## src/rtl/cla_seq_ctrl.sv

```systemverilog
// cla_seq_ctrl: sequential carry-look-ahead adder controller.
// Operands are latched on a valid/ready handshake. One 4-bit look-ahead slice
// is added per cycle, least significant first. The result is held with
// out_valid until the consumer accepts it.
// Optional feature: define CLA_SEQ_SUB_EN to honour op_sub (A - B).
module cla_seq_ctrl #(
   parameter int NIBBLES = 4
) (
   input  logic                 clk,
   input  logic                 rst_n,
   input  logic                 in_valid,
   output logic                 in_ready,
   input  logic [4*NIBBLES-1:0] a,
   input  logic [4*NIBBLES-1:0] b,
   input  logic                 cin,
   input  logic                 op_sub,
   output logic                 out_valid,
   input  logic                 out_ready,
   output logic [4*NIBBLES-1:0] sum,
   output logic                 cout,
   output logic                 busy
);

   localparam int W     = 4 * NIBBLES;
   localparam int IDX_W = (NIBBLES > 1) ? $clog2(NIBBLES) : 1;

   localparam logic [1:0] S_IDLE = 2'd0;
   localparam logic [1:0] S_ADD  = 2'd1;
   localparam logic [1:0] S_DONE = 2'd2;

   localparam logic [IDX_W-1:0] LAST_IDX = IDX_W'(NIBBLES - 1);

   logic [1:0]       state_q, state_d;
   logic [IDX_W-1:0] idx_q,   idx_d;
   logic             carry_q, carry_d;
   logic [W-1:0]     a_q,     a_d;
   logic [W-1:0]     b_q,     b_d;
   logic [W-1:0]     sum_q,   sum_d;
   logic             cout_q,  cout_d;

   // Operand B and carry-in as seen by the adder once a request is accepted.
   logic [W-1:0]     b_eff;
   logic             cin_eff;

   // Current slice operands and look-ahead terms.
   logic [3:0]       a_sl, b_sl;
   logic [3:0]       g, p;
   logic [4:0]       c;
   logic [3:0]       slice_sum;

`ifdef CLA_SEQ_SUB_EN
   // Subtraction is A + ~B + 1; the request carry-in is not used in that case.
   always_comb begin
      b_eff   = op_sub ? ~b : b;
      cin_eff = op_sub ? 1'b1 : cin;
   end
`else
   // Without subtraction support, op_sub has no effect at all.
   logic unused_op_sub;
   assign unused_op_sub = op_sub;

   // Plain addition path: operands pass straight through.
   always_comb begin
      b_eff   = b;
      cin_eff = cin;
   end
`endif

   // Select the slice addressed by the slice index from the latched operands.
   always_comb begin
      // NOTE: every combinational output gets a default first so that no path
      // leaves it unassigned, which would otherwise infer a latch.
      a_sl = 4'd0;
      b_sl = 4'd0;
      for (int i = 0; i < NIBBLES; i++) begin
         if (idx_q == IDX_W'(i)) begin
            a_sl = a_q[4*i +: 4];
            b_sl = b_q[4*i +: 4];
         end
      end
   end

   // Four-bit carry look-ahead: every carry is a flat sum of products of g/p
   // and the incoming carry, so nothing ripples inside the slice.
   always_comb begin
      g    = a_sl & b_sl;
      p    = a_sl ^ b_sl;
      c[0] = carry_q;
      c[1] = g[0] | (p[0] & c[0]);
      c[2] = g[1] | (p[1] & g[0]) | (p[1] & p[0] & c[0]);
      c[3] = g[2] | (p[2] & g[1]) | (p[2] & p[1] & g[0])
           | (p[2] & p[1] & p[0] & c[0]);
      c[4] = g[3] | (p[3] & g[2]) | (p[3] & p[2] & g[1])
           | (p[3] & p[2] & p[1] & g[0]) | (p[3] & p[2] & p[1] & p[0] & c[0]);
      slice_sum = p ^ c[3:0];
   end

   // Next-state logic: accept in IDLE, one slice per ADD cycle, hold in DONE.
   always_comb begin
      state_d = state_q;
      idx_d   = idx_q;
      carry_d = carry_q;
      a_d     = a_q;
      b_d     = b_q;
      sum_d   = sum_q;
      cout_d  = cout_q;
      case (state_q)
         S_IDLE: begin
            if (in_valid) begin
               a_d     = a;
               b_d     = b_eff;
               carry_d = cin_eff;
               idx_d   = '0;
               state_d = S_ADD;
            end
         end
         S_ADD: begin
            // Slices above the current index keep their previous contents.
            for (int i = 0; i < NIBBLES; i++) begin
               if (idx_q == IDX_W'(i)) begin
                  sum_d[4*i +: 4] = slice_sum;
               end
            end
            carry_d = c[4];
            idx_d   = idx_q + 1'b1;
            if (idx_q == LAST_IDX) begin
               cout_d  = c[4];
               state_d = S_DONE;
            end
         end
         S_DONE: begin
            // in_valid is deliberately ignored here, even alongside out_ready.
            if (out_ready) begin
               state_d = S_IDLE;
            end
         end
         default: begin
            state_d = S_IDLE;
         end
      endcase
   end

   // State registers; reset discards any operation in flight.
   always_ff @(posedge clk or negedge rst_n) begin
      // NOTE: the operand registers are reset too; they are only a few flops,
      // and this keeps their contents defined after reset.
      if (!rst_n) begin
         state_q <= S_IDLE;
         idx_q   <= '0;
         carry_q <= 1'b0;
         a_q     <= '0;
         b_q     <= '0;
         sum_q   <= '0;
         cout_q  <= 1'b0;
      end else begin
         // NOTE: non-blocking assignments let every flop sample the values
         // from before the edge, independent of statement order.
         state_q <= state_d;
         idx_q   <= idx_d;
         carry_q <= carry_d;
         a_q     <= a_d;
         b_q     <= b_d;
         sum_q   <= sum_d;
         cout_q  <= cout_d;
      end
   end

   assign in_ready  = (state_q == S_IDLE);
   assign out_valid = (state_q == S_DONE);
   assign busy      = (state_q == S_ADD) || (state_q == S_DONE);
   assign sum       = sum_q;
   assign cout      = cout_q;

endmodule

```

## config.mk

```make
export PLATFORM = sky130hd
export DESIGN_NAME = cla_seq_ctrl
export DESIGN_NICKNAME = d
export VERILOG_FILES = /design/src/rtl/cla_seq_ctrl.sv
export SDC_FILE = /design/constraint.sdc
export NUM_CORES = 1
export LEC_CHECK = 0
export CAP_MARGIN = 30
export CORE_MARGIN = 5
export CORE_UTILIZATION = 54
export CTS_CLUSTER_SIZE = 16
export DETAILED_ROUTE_END_ITERATION = 7
export PLACE_DENSITY = 0.84
export SKIP_LAST_GASP = 1
export SLEW_MARGIN = 20
export SYNTH_ARGS = -nofsm -noshare
export SYNTH_HDL_FRONTEND = slang
export SYNTH_SLANG_ARGS = --single-unit
```

## constraint.sdc

```tcl
create_clock -name clk -period 6.3 [get_ports clk]
set_input_delay 1.26 -clock clk [delete_from_list [all_inputs] [get_ports clk]]
set_output_delay 1.26 -clock clk [all_outputs]
set_load 0.03 [all_outputs]
```

==> results.ini, run 1 <==
[status]
outcome = complete, no violations

[timing]
grt_setup_unrepaired = false
fin_skew_ns = 0.00672
timing.final.crit_share_pct = 48.7
worst_pin_slew_ns = 0.726
period_minus_slack_ns = 3.07
setup_viol = 0
relSlewSlack_pct = 51.6
hold_violations = 0
clock.fmax_ghz = 0.326
fin_setup_tns_ns = 0
maxSlewViolCount = 0
worst_slack_ns = 3.23

[final_layout]
drive_gt1_share_pct = 18.1
antenna_cells = 0
multi_input_area_um2 = 1220
final_core_util_pct = 70.1
regArea_um2 = 1350
layout_common_cells = 55 x clkdlybuf4s50_1, 54 x dfrtp_1, 38 x mux2_2
fin_nets = 337
final_common_cell = clkdlybuf4s50_1
area_growth_syn_to_layout_pct = 24.7
n_fill_cell = 368

[place]
port_buffers = 56
gp_congestion = 0.749
dp_hpwl_um = 3890
preCtsSetupSlack_ns = 3.33

[critical_path]
worstPathArrival_ns = 3.28
end_kind = register
worstPathRequired_ns = 6.51
critPathMaxFanout = 18
crit_type = reg -> reg
start_kind = register

[clock_network]
cts_tree = done
cts_setup_buffers = 0
clockRootBuffer = clkbuf_8
clockBufferDepth = 2
clock_sinks = 54
cts_inserted_buffers = 5
cts_resized = 0
clk_latency_ns = 0.30
clk_pin_slew_ns = 0.09
cts_hold_buf = 0
htreeDepth = 2

[grt]
grt_max_degree = 55
grt_overflow = 0
grt_pass1_vias = 1960
grt_usage_pct = 18.5
grt_first_pass_wirelength_um = 9290
grt_antenna_before_repair = 0

[route]
drt_iter0_drc = 120
firstDrtPassIters = 4
routedWlPerCell_um = 15.2
wl_um = 5390
ant_nets = 0
avgViaCountPerCell = 5.48
drc = 0
vias = 1945

[job]
maxCapViolations = 0

[die]
coreArea_um2 = 4790
ios = 58
design.die.area_um2 = 6500
die_h_um = 80.6
rows = 25
die_w_um = 80.6
initial_utilization_pct = 56.3

[yosys]
syn-num-nets = 286
synth_area_leaders = dfrtp_1 50%, mux2_2 16%, ha_1 5.1%
ys_ff_latch = 54
synthCells = 236
yosysSeqAreaShare_pct = 50.2
synth_warnings = 0
synth_top_area_cell = dfrtp_1
netlist_area_um2 = 2690
synth.distinct_cells = 32
synth_top_area_share_pct = 50.2
syn_avg_cell_area_um2 = 11.4

[power_and_ir_drop]
p_leak_nw = 1.48
ir_drop_mv = 0.265
powerDensity_nw_per_um2 = 581
p_total_mw = 1.95

[min_path]
hp-class = reg -> reg

## per-stage QoR
stage          cells  instance area [µm²]  hold WS (ns)
6_report         355                 3360         0.483
5_1_grt          355                 3360         0.518
4_1_cts          355                 3360         0.490
3_5_place_dp     347                 3270         0.469
3_3_place_gp     347                 3270         0.462
2_1_floorplan    236                 2690         0.479
## per-layer routing
metal  up-vias  GRT usage [%]  wire length [µm]
met2        60           28.6              2470
met5         -              0                 0
met3        11           4.60               347
met4         0           5.07               106
li1        950              -                 -
met1       924           25.7              2470
## cell families after synthesis
group                    share of synthesized area, %
adder cells (fa/ha/maj)                          5.85
buffers and inverters                            4.65
multiplexers                                     17.8
AND/OR/NAND/NOR                                  7.71
flip-flops                                       50.2
AO/OA/AOI/OAI                                    13.5
XOR/XNOR                                        0.325
## cells in the mapped netlist
| cell type | number |
|---|---|
| nor2b_1 | 2 |
| buf_1 | 1 |
| inv_1 | 13 |
| mux2i_1 | 5 |
| a22o_1 | 8 |
| buf_6 | 1 |
| a211oi_2 | 1 |
| nand2_2 | 1 |
| o21ai_1 | 1 |
| o21ai_0 | 15 |
| fa_1 | 1 |
| o21ba_2 | 1 |
| nor2_1 | 3 |
| o32ai_1 | 1 |
| buf_2 | 7 |
| nand2_1 | 20 |
| o31ai_1 | 4 |
| a21o_2 | 1 |
| a211oi_1 | 1 |
| or4_1 | 4 |
| o2111ai_1 | 5 |
| nand2b_1 | 3 |
| a31oi_1 | 2 |
| and3b_1 | 1 |
| ha_1 | 11 |
| buf_4 | 2 |
| xnor2_1 | 1 |
| clkbuf_1 | 3 |
| mux2_2 | 38 |
| nand3_1 | 9 |
| a21oi_1 | 16 |
| dfrtp_1 | 54 |
## cell type report
cell class	count	share of cell area, %
Clock inverter	2	0.410
Clock buffer	6	2.16
Sequential cell	54	40.3
Timing Repair Buffer	58	17.0
Inverter	13	1.45
Tap cell	67	2.50
Multi-Input combinational cell	155	36.2
## critical path, cell delays in order (launching register included)
cell	delay [ns]
dfrtp_1	0.42
inv_1	0.12
ha_1	0.61
a21oi_1	0.15
a22o_1	0.27
ha_1	0.34
a211oi_2	0.59
nor2_1	0.21
o31ai_1	0.26
## path summary, 6_finish.rpt
check | startpoint | endpoint | slack [ns] | cells past startpoint
setup / recovery | idx_q[0] | sum[6] | 3.23 | 8
hold / removal | sum[5] | sum[5] | 0.48 | 2
setup reg to reg | idx_q[0] | sum[6] | 3.23 | 8
hold reg to reg | sum[5] | sum[5] | 0.48 | 2
max in group asynchronous | rst_n | sum[8] | 4.79 | 2
min in group asynchronous | rst_n | b_q[11] | 1.07 | 2
## power by group
group | internal, mW | total [mW] | switching (mW)
sequential | 0.519 | 0.612 | 0.0931
combinational | 0.500 | 1.15 | 0.650
clock | 0.0787 | 0.188 | 0.109
total | 1.10 | 1.95 | 0.852
## sequential cells by signal, indices dropped and copies added, names as in the netlist
signal,cells
a_q,16
b_q,16
sum,16
carry_q,1
cout,1
idx_q,2
state_q,2
No activity file was read; power rests on OpenSTA's default activity.
==> run 2: changes to the inputs <==
--- a/config.mk
+++ b/config.mk
@@ -7,10 +7,10 @@
 export LEC_CHECK = 0
 export CAP_MARGIN = 30
 export CORE_MARGIN = 5
-export CORE_UTILIZATION = 54
+export CORE_UTILIZATION = 51
 export CTS_CLUSTER_SIZE = 16
 export DETAILED_ROUTE_END_ITERATION = 7
-export PLACE_DENSITY = 0.84
+export PLACE_DENSITY = 0.8
 export SKIP_LAST_GASP = 1
 export SLEW_MARGIN = 20
 export SYNTH_ARGS = -nofsm -noshare
==> constraint.sdc (replaced) <==
create_clock -name clk -period 3 [get_ports clk]
set_input_delay 0.6 -clock clk [delete_from_list [all_inputs] [get_ports clk]]
set_output_delay 0.6 -clock clk [all_outputs]
set_load 0.03 [all_outputs]
==> results.ini, run 2 (synthesis results as in run 1) <==
[status]
outcome = complete, no violations

[critical_path]
cp_top_family = compound AO/OA/AOI/OAI gates
crit_type = reg -> reg
end_kind = register
crit_slowest_cell = ha_1
critPathMaxFanout = 10  ; -8
start_kind = register
critPathBufInv = 2  ; +1
crit_path_frequent_cell = ha_1
worstPathArrival_ns = 2.87  ; -0.41 ns
cp_slowest_stage_delay_ns = 0.47  ; -0.14 ns
worstPathRequired_ns = 3.19  ; -3.32 ns
path_cells = inv_1, ha_1, nand2_1, o21ai_0, a22o_1, ha_1, a21o_2, a211oi_1, buf_4, o31ai_1
r2r_setup_slack_ns = 0.32  ; -2.91 ns

[power_and_ir_drop]
ir_drop_mv = 0.572  ; +120%
powerDensity_nw_per_um2 = 1250  ; +120%
p_leak_nw = 1.51  ; +1.5%

[route]
avgViaCountPerCell = 5.45  ; -0.50%
drc = 0  ; unchanged
wl_um = 5390  ; about the same
vias = 1968  ; +1.2%
routedWlPerCell_um = 14.9  ; -1.8%
drt_iter0_drc = 83  ; -31%
firstDrtPassIters = 4  ; unchanged
ant_nets = 0  ; unchanged

[die]
design.die.area_um2 = 6830  ; +5.1%
die_w_um = 82.7  ; +2.5%
initial_utilization_pct = 52.7  ; -3.5 points
rows = 26  ; +4.0%
die_h_um = 82.7  ; +2.5%
ios = 58  ; unchanged
coreArea_um2 = 5110  ; +6.7%

[clock_network]
cts_inserted_buffers = 5  ; unchanged
clockBufferDepth = 2  ; unchanged
htreeDepth = 2  ; unchanged
cts_tree = done
cts_setup_buffers = 0  ; unchanged
clk_pin_slew_ns = 0.09  ; about the same
clockRootBuffer = clkbuf_8
clock_sinks = 54  ; unchanged
clk_latency_ns = 0.30  ; about the same

[final_layout]
drive_gt1_share_pct = 19.2  ; +1.2 points
finalInstanceArea_um2 = 3420  ; +1.9%
multi_input_area_um2 = 1220  ; +0.41%
area_growth_syn_to_layout_pct = 27.0
fin_nets = 340  ; +0.89%
n_fill_cell = 415  ; +13%
final_common_cell = clkdlybuf4s50_1
antenna_cells = 0  ; unchanged
final_core_util_pct = 67.0  ; -3.2 points
layout_common_cells = 55 x clkdlybuf4s50_1, 54 x dfrtp_1, 38 x mux2_2
regArea_um2 = 1350  ; unchanged

[timing]
setup_viol = 0  ; unchanged
period_minus_slack_ns = 2.68  ; -0.387 ns
grt_setup_unrepaired = false
worst_pin_slew_ns = 0.714  ; -0.0121 ns
fin_skew_ns = 0.00390  ; -0.00283 ns
fin_setup_tns_ns = 0  ; unchanged
timing.final.crit_share_pct = 89.5  ; +41 points
whs_ns = 0.270  ; -0.212 ns
relSlewSlack_pct = 52.4  ; +0.81 points
clock.fmax_ghz = 0.373  ; +14%
maxSlewViolCount = 0  ; unchanged
hold_violations = 0  ; unchanged
worst_slack_ns = 0.316  ; -2.91 ns

[place]
gp_congestion = 0.787  ; +5.1%
dp_hpwl_um = 3880  ; -0.29%
port_buffers = 56  ; unchanged
preCtsSetupSlack_ns = 0.246  ; -3.09 ns
placed_area_um2 = 3310  ; +1.2%

[job]
maxCapViolations = 0  ; unchanged

[grt]
grt_usage_pct = 17.3  ; -1.2 points
grt_antenna_before_repair = 0  ; unchanged
grt_max_degree = 55  ; unchanged
grt_first_pass_wirelength_um = 9020  ; -3.0%
grt_pass1_vias = 1892  ; -3.5%
grt_overflow = 0  ; unchanged

[min_path]
hp-class = in -> async

==> run 2: worst paths after layout <==
check | from | to | cells past startpoint
worst max register to register | idx_q[0] | sum[10] | 10
worst min register to register | sum[6] | sum[6] | 2
worst max-delay path | idx_q[0] | sum[10] | 10
max in group asynchronous | rst_n | sum[2] | 2
min in group clk | sum[6] | sum[6] | 2
worst min-delay path | rst_n | a_q[10] | 2
==> run 2: power breakdown <==
group          internal, mW  switching, mW  leakage, nW
clock network         0.250          0.228       0.0524
logic                  1.15           1.38        0.802
registers              1.09          0.193        0.653
==> run 2: layout make-up <==
type | instances | share of cell area (%)
sequential | 54 | 39.5
multi-input combinational | 155 | 35.7
timing repair buffer | 61 | 17.7
tap | 70 | 2.56
clock buffer | 7 | 2.23
inverter | 13 | 1.43
clock inverter | 1 | 0.878
==> run 2: through the flow <==
stage	instances	power, mW
6_report	361	4.29
4_1_cts	361	4.31
3_5_place_dp	353	3.83
2_1_floorplan	236	3.08
5_1_grt	361	4.64
3_3_place_gp	353	3.74
==> run 2: what timing repair did <==
item                                    CTS  global route
resized for setup                         0             2
endpoints found under the setup margin    0             2
hold buffers                              0             0
hold endpoints to repair                  0             0
==> run 2: metal layers <==
metal	GRT usage (%)	part of all wire [%]	vias to the layer above
met3	3.36	5.8	6
met2	28.5	49	50
met1	23.4	44	955
met5	0	0	-
li1	-	-	957
met4	4.41	1.1	0
==> run 3: changes to the inputs <==
--- a/config.mk
+++ b/config.mk
@@ -5,12 +5,13 @@
 export SDC_FILE = /design/constraint.sdc
 export NUM_CORES = 1
 export LEC_CHECK = 0
+export ABC_AREA = 1
 export CAP_MARGIN = 30
 export CORE_MARGIN = 5
-export CORE_UTILIZATION = 51
+export CORE_UTILIZATION = 50
 export CTS_CLUSTER_SIZE = 16
 export DETAILED_ROUTE_END_ITERATION = 7
-export PLACE_DENSITY = 0.8
+export PLACE_DENSITY = 0.79
 export SKIP_LAST_GASP = 1
 export SLEW_MARGIN = 20
 export SYNTH_ARGS = -nofsm -noshare
==> results.ini, run 3 <==
[status]
outcome = complete, no violations

[clock_network]
cts_inserted_buffers = 5  ; unchanged
clock_sinks = 54  ; unchanged
cts_resized = 0  ; unchanged
clockBufferDepth = 2  ; unchanged
clk_latency_ns = 0.31  ; about the same
cts_setup_buffers = 0  ; unchanged
clk_pin_slew_ns = 0.09  ; about the same
htreeDepth = 2  ; unchanged
clockRootBuffer = clkbuf_8
cts_hold_buf = 0  ; unchanged
cts_tree = done

[critical_path]
crit_type = reg -> reg
end_kind = register
critical_path.startpoint = idx_q[0]
crit_end = sum[14]
r2r_setup_slack_ns = 0.41  ; +0.10 ns
critPathMaxFanout = 10  ; unchanged
timing.rr.end = sum[14]
worstPathArrival_ns = 2.77  ; -0.10 ns
ff2ff_path_depth = 10  ; unchanged
rr_startpoint = idx_q[0]
start_kind = register
worstPathRequired_ns = 3.19  ; about the same

[yosys]
ys_ff_latch = 54  ; unchanged
synth_warnings = 0  ; unchanged
synth-edff-count = 0  ; unchanged
synth.cells.most_frequent = 150 x nand2_1, 54 x dfrtp_1, 14 x a21oi_1, 14 x nand3_1, 14 x nor2_1
synth_area_leaders = dfrtp_1 51%, nand2_1 21%, ha_1 5.1%
synth.distinct_cells = 27  ; -16%
syn-num-nets = 376  ; +31%
synth_xor_area_share_pct = 0.327  ; +0.0021 points
syn_avg_cell_area_um2 = 8.21  ; -28%
synth_top_area_cell = dfrtp_1
synthSimpleGateAreaFrac_pct = 29.1  ; +21 points
synth_top_area_share_pct = 50.5  ; +0.33 points
synth.most_common_cell = nand2_1
synth-compound-area-share_pct = 9.12  ; -4.4 points
synth.mux.area_fraction_pct = 0  ; -18 points
yosysSeqAreaShare_pct = 50.5  ; +0.33 points
synthAdderAreaFrac_pct = 5.89  ; +0.038 points
synth_flop_cell = dfrtp_1
synth_top_family_by_area = simple AND/OR/NAND/NOR gates
synthCells = 326  ; +38%
netlist_area_um2 = 2680  ; -0.65%
async_reset_ff_share_pct = 100  ; unchanged

[timing]
hold_violations = 0  ; unchanged
fin_skew_ns = 0.0125  ; +0.00858 ns
setup_viol = 0  ; unchanged
fin_setup_tns_ns = 0  ; unchanged
worst_pin_slew_ns = 0.594  ; -0.120 ns
whs_ns = 0.287  ; +0.0164 ns
period_minus_slack_ns = 2.59  ; -0.0974 ns
clock.fmax_ghz = 0.387  ; +3.8%
relSlewSlack_pct = 60.4  ; +8.0 points
grt_setup_unrepaired = false
worst_slack_ns = 0.413  ; +0.0974 ns
maxSlewViolCount = 0  ; unchanged
timing.final.crit_share_pct = 86.2  ; -3.2 points

[route]
drt_iter0_drc = 154  ; +86%
routedWlPerCell_um = 13.1  ; -12%
wl_um = 5880  ; +9.1%
vias = 2277  ; +16%
ant_nets = 0  ; unchanged
avgViaCountPerCell = 5.06  ; -7.2%
firstDrtPassIters = 4  ; unchanged
drc = 0  ; unchanged

[die]
coreArea_um2 = 5140  ; +0.64%
design.die.area_um2 = 6910  ; +1.2%
die_w_um = 83.1  ; +0.59%
ios = 58  ; unchanged
die_h_um = 83.1  ; +0.59%
rows = 26  ; unchanged
initial_utilization_pct = 52.0  ; -0.67 points

[place]
port_buffers = 56  ; unchanged
gp_congestion = 0.871  ; +11%
dp_hpwl_um = 4320  ; +11%
placed_cells = 443  ; +25%
preCtsSetupSlack_ns = 0.440  ; +0.194 ns

[grt]
grt_usage_pct = 17.9  ; +0.60 points
grt_antenna_before_repair = 0  ; unchanged
grt_pass1_vias = 2258  ; +19%
grt_overflow = 0  ; unchanged
grt_first_pass_wirelength_um = 10200  ; +13%
grt_max_degree = 34  ; -38%

[power_and_ir_drop]
ir_drop_mv = 0.556  ; -2.8%
p_leak_nw = 1.71  ; +13%
powerDensity_nw_per_um2 = 1210  ; -3.9%

[final_layout]
antenna_cells = 0  ; unchanged
instances_no_fill = 450  ; +25%
area_growth_syn_to_layout_pct = 26.5
drive_gt1_share_pct = 8.68  ; -11 points
final_common_cell = nand2_1
fin_nets = 430  ; +26%
layout_common_cells = 150 x nand2_1, 55 x clkdlybuf4s50_1, 54 x dfrtp_1

[job]
maxCapViolations = 0  ; unchanged

[min_path]
hp-class = in -> async

-- run 3: cell count changes after synthesis, moves of 5 or more --
| cell | previous run | this run |
|---|---|---|
| o21ai_1 | 1 | 11 |
| inv_2 | 0 | 6 |
| o21ai_0 | 15 | 4 |
| mux2i_1 | 5 | 0 |
| a22o_1 | 8 | 0 |
| nor2_1 | 3 | 14 |
| nand2_1 | 20 | 150 |
| o2111ai_1 | 5 | 0 |
| nand3_1 | 9 | 14 |
| mux2_2 | 38 | 0 |
-- run 3: worst min-delay path by stage --
stage | from | endpoint | slack [ns]
finish | rst_n | a_q[5] | 0.29
global route | rst_n | b_q[4] | 0.33
CTS | rst_n | b_q[4] | 0.30
detailed placement | a_q[0] | a_q[0] | 0.46
global placement | a_q[11] | a_q[11] | 0.46
floorplan | rst_n | a_q[0] | 0.30
-- run 3: kinds of logic (layout without fill, tap and decap cells) --
family                   Yosys count  after routing
AO/OA/AOI/OAI                     39             39
XOR/XNOR                           1              1
adder cells (fa/ha/maj)           12             12
buffers and inverters             30             84
flip-flops                        54             54
AND/OR/NAND/NOR                  190            190
-- run 3: per-layer routing --
metal | wire length [µm] | vias up | track usage, %
li1 | - | 1141 | -
met1 | 2470 | 1063 | 22.0
met2 | 2920 | 62 | 30.6
met3 | 396 | 11 | 4.16
met4 | 99 | 0 | 6.69
met5 | 0 | - | 0
-- run 3: area by class of cell --
type / instances / area [µm²]
Clock buffer: 6 / 82.6
Multi-Input combinational cell: 242 / 1190
Tap cell: 70 / 87.6
Inverter: 19 / 71.3
Sequential cell: 54 / 1350
Timing Repair Buffer: 58 / 571
Fill cell: 478 / 1760
Clock inverter: 1 / 30.0
-- run 3: metrics by stage --
stage               utilization, %  instance area (µm²)  power, mW
finish                        65.8                 3380       4.08
global route                  65.8                 3380       4.46
CTS                           65.8                 3380       4.11
detailed placement            63.6                 3270       3.60
global placement              63.6                 3270       3.52
floorplan                        -                 2680       2.94
-- run 3: power by group --
group / total [mW] / internal (mW) / switching, mW
clock: 0.489 / 0.267 / 0.222
sequential: 1.28 / 1.07 / 0.209
combinational: 2.31 / 0.869 / 1.44
-- run 3: critical path, stage by stage, from the launching register on --
cell and delay [ns]:
dfrtp_1 0.42, inv_1 0.11, ha_1 0.43, inv_2 0.19, o21ai_1 0.24, a21oi_1 0.11
ha_1 0.34, or2_1 0.27, a21o_1 0.23, nand3_1 0.08, nand2_1 0.06
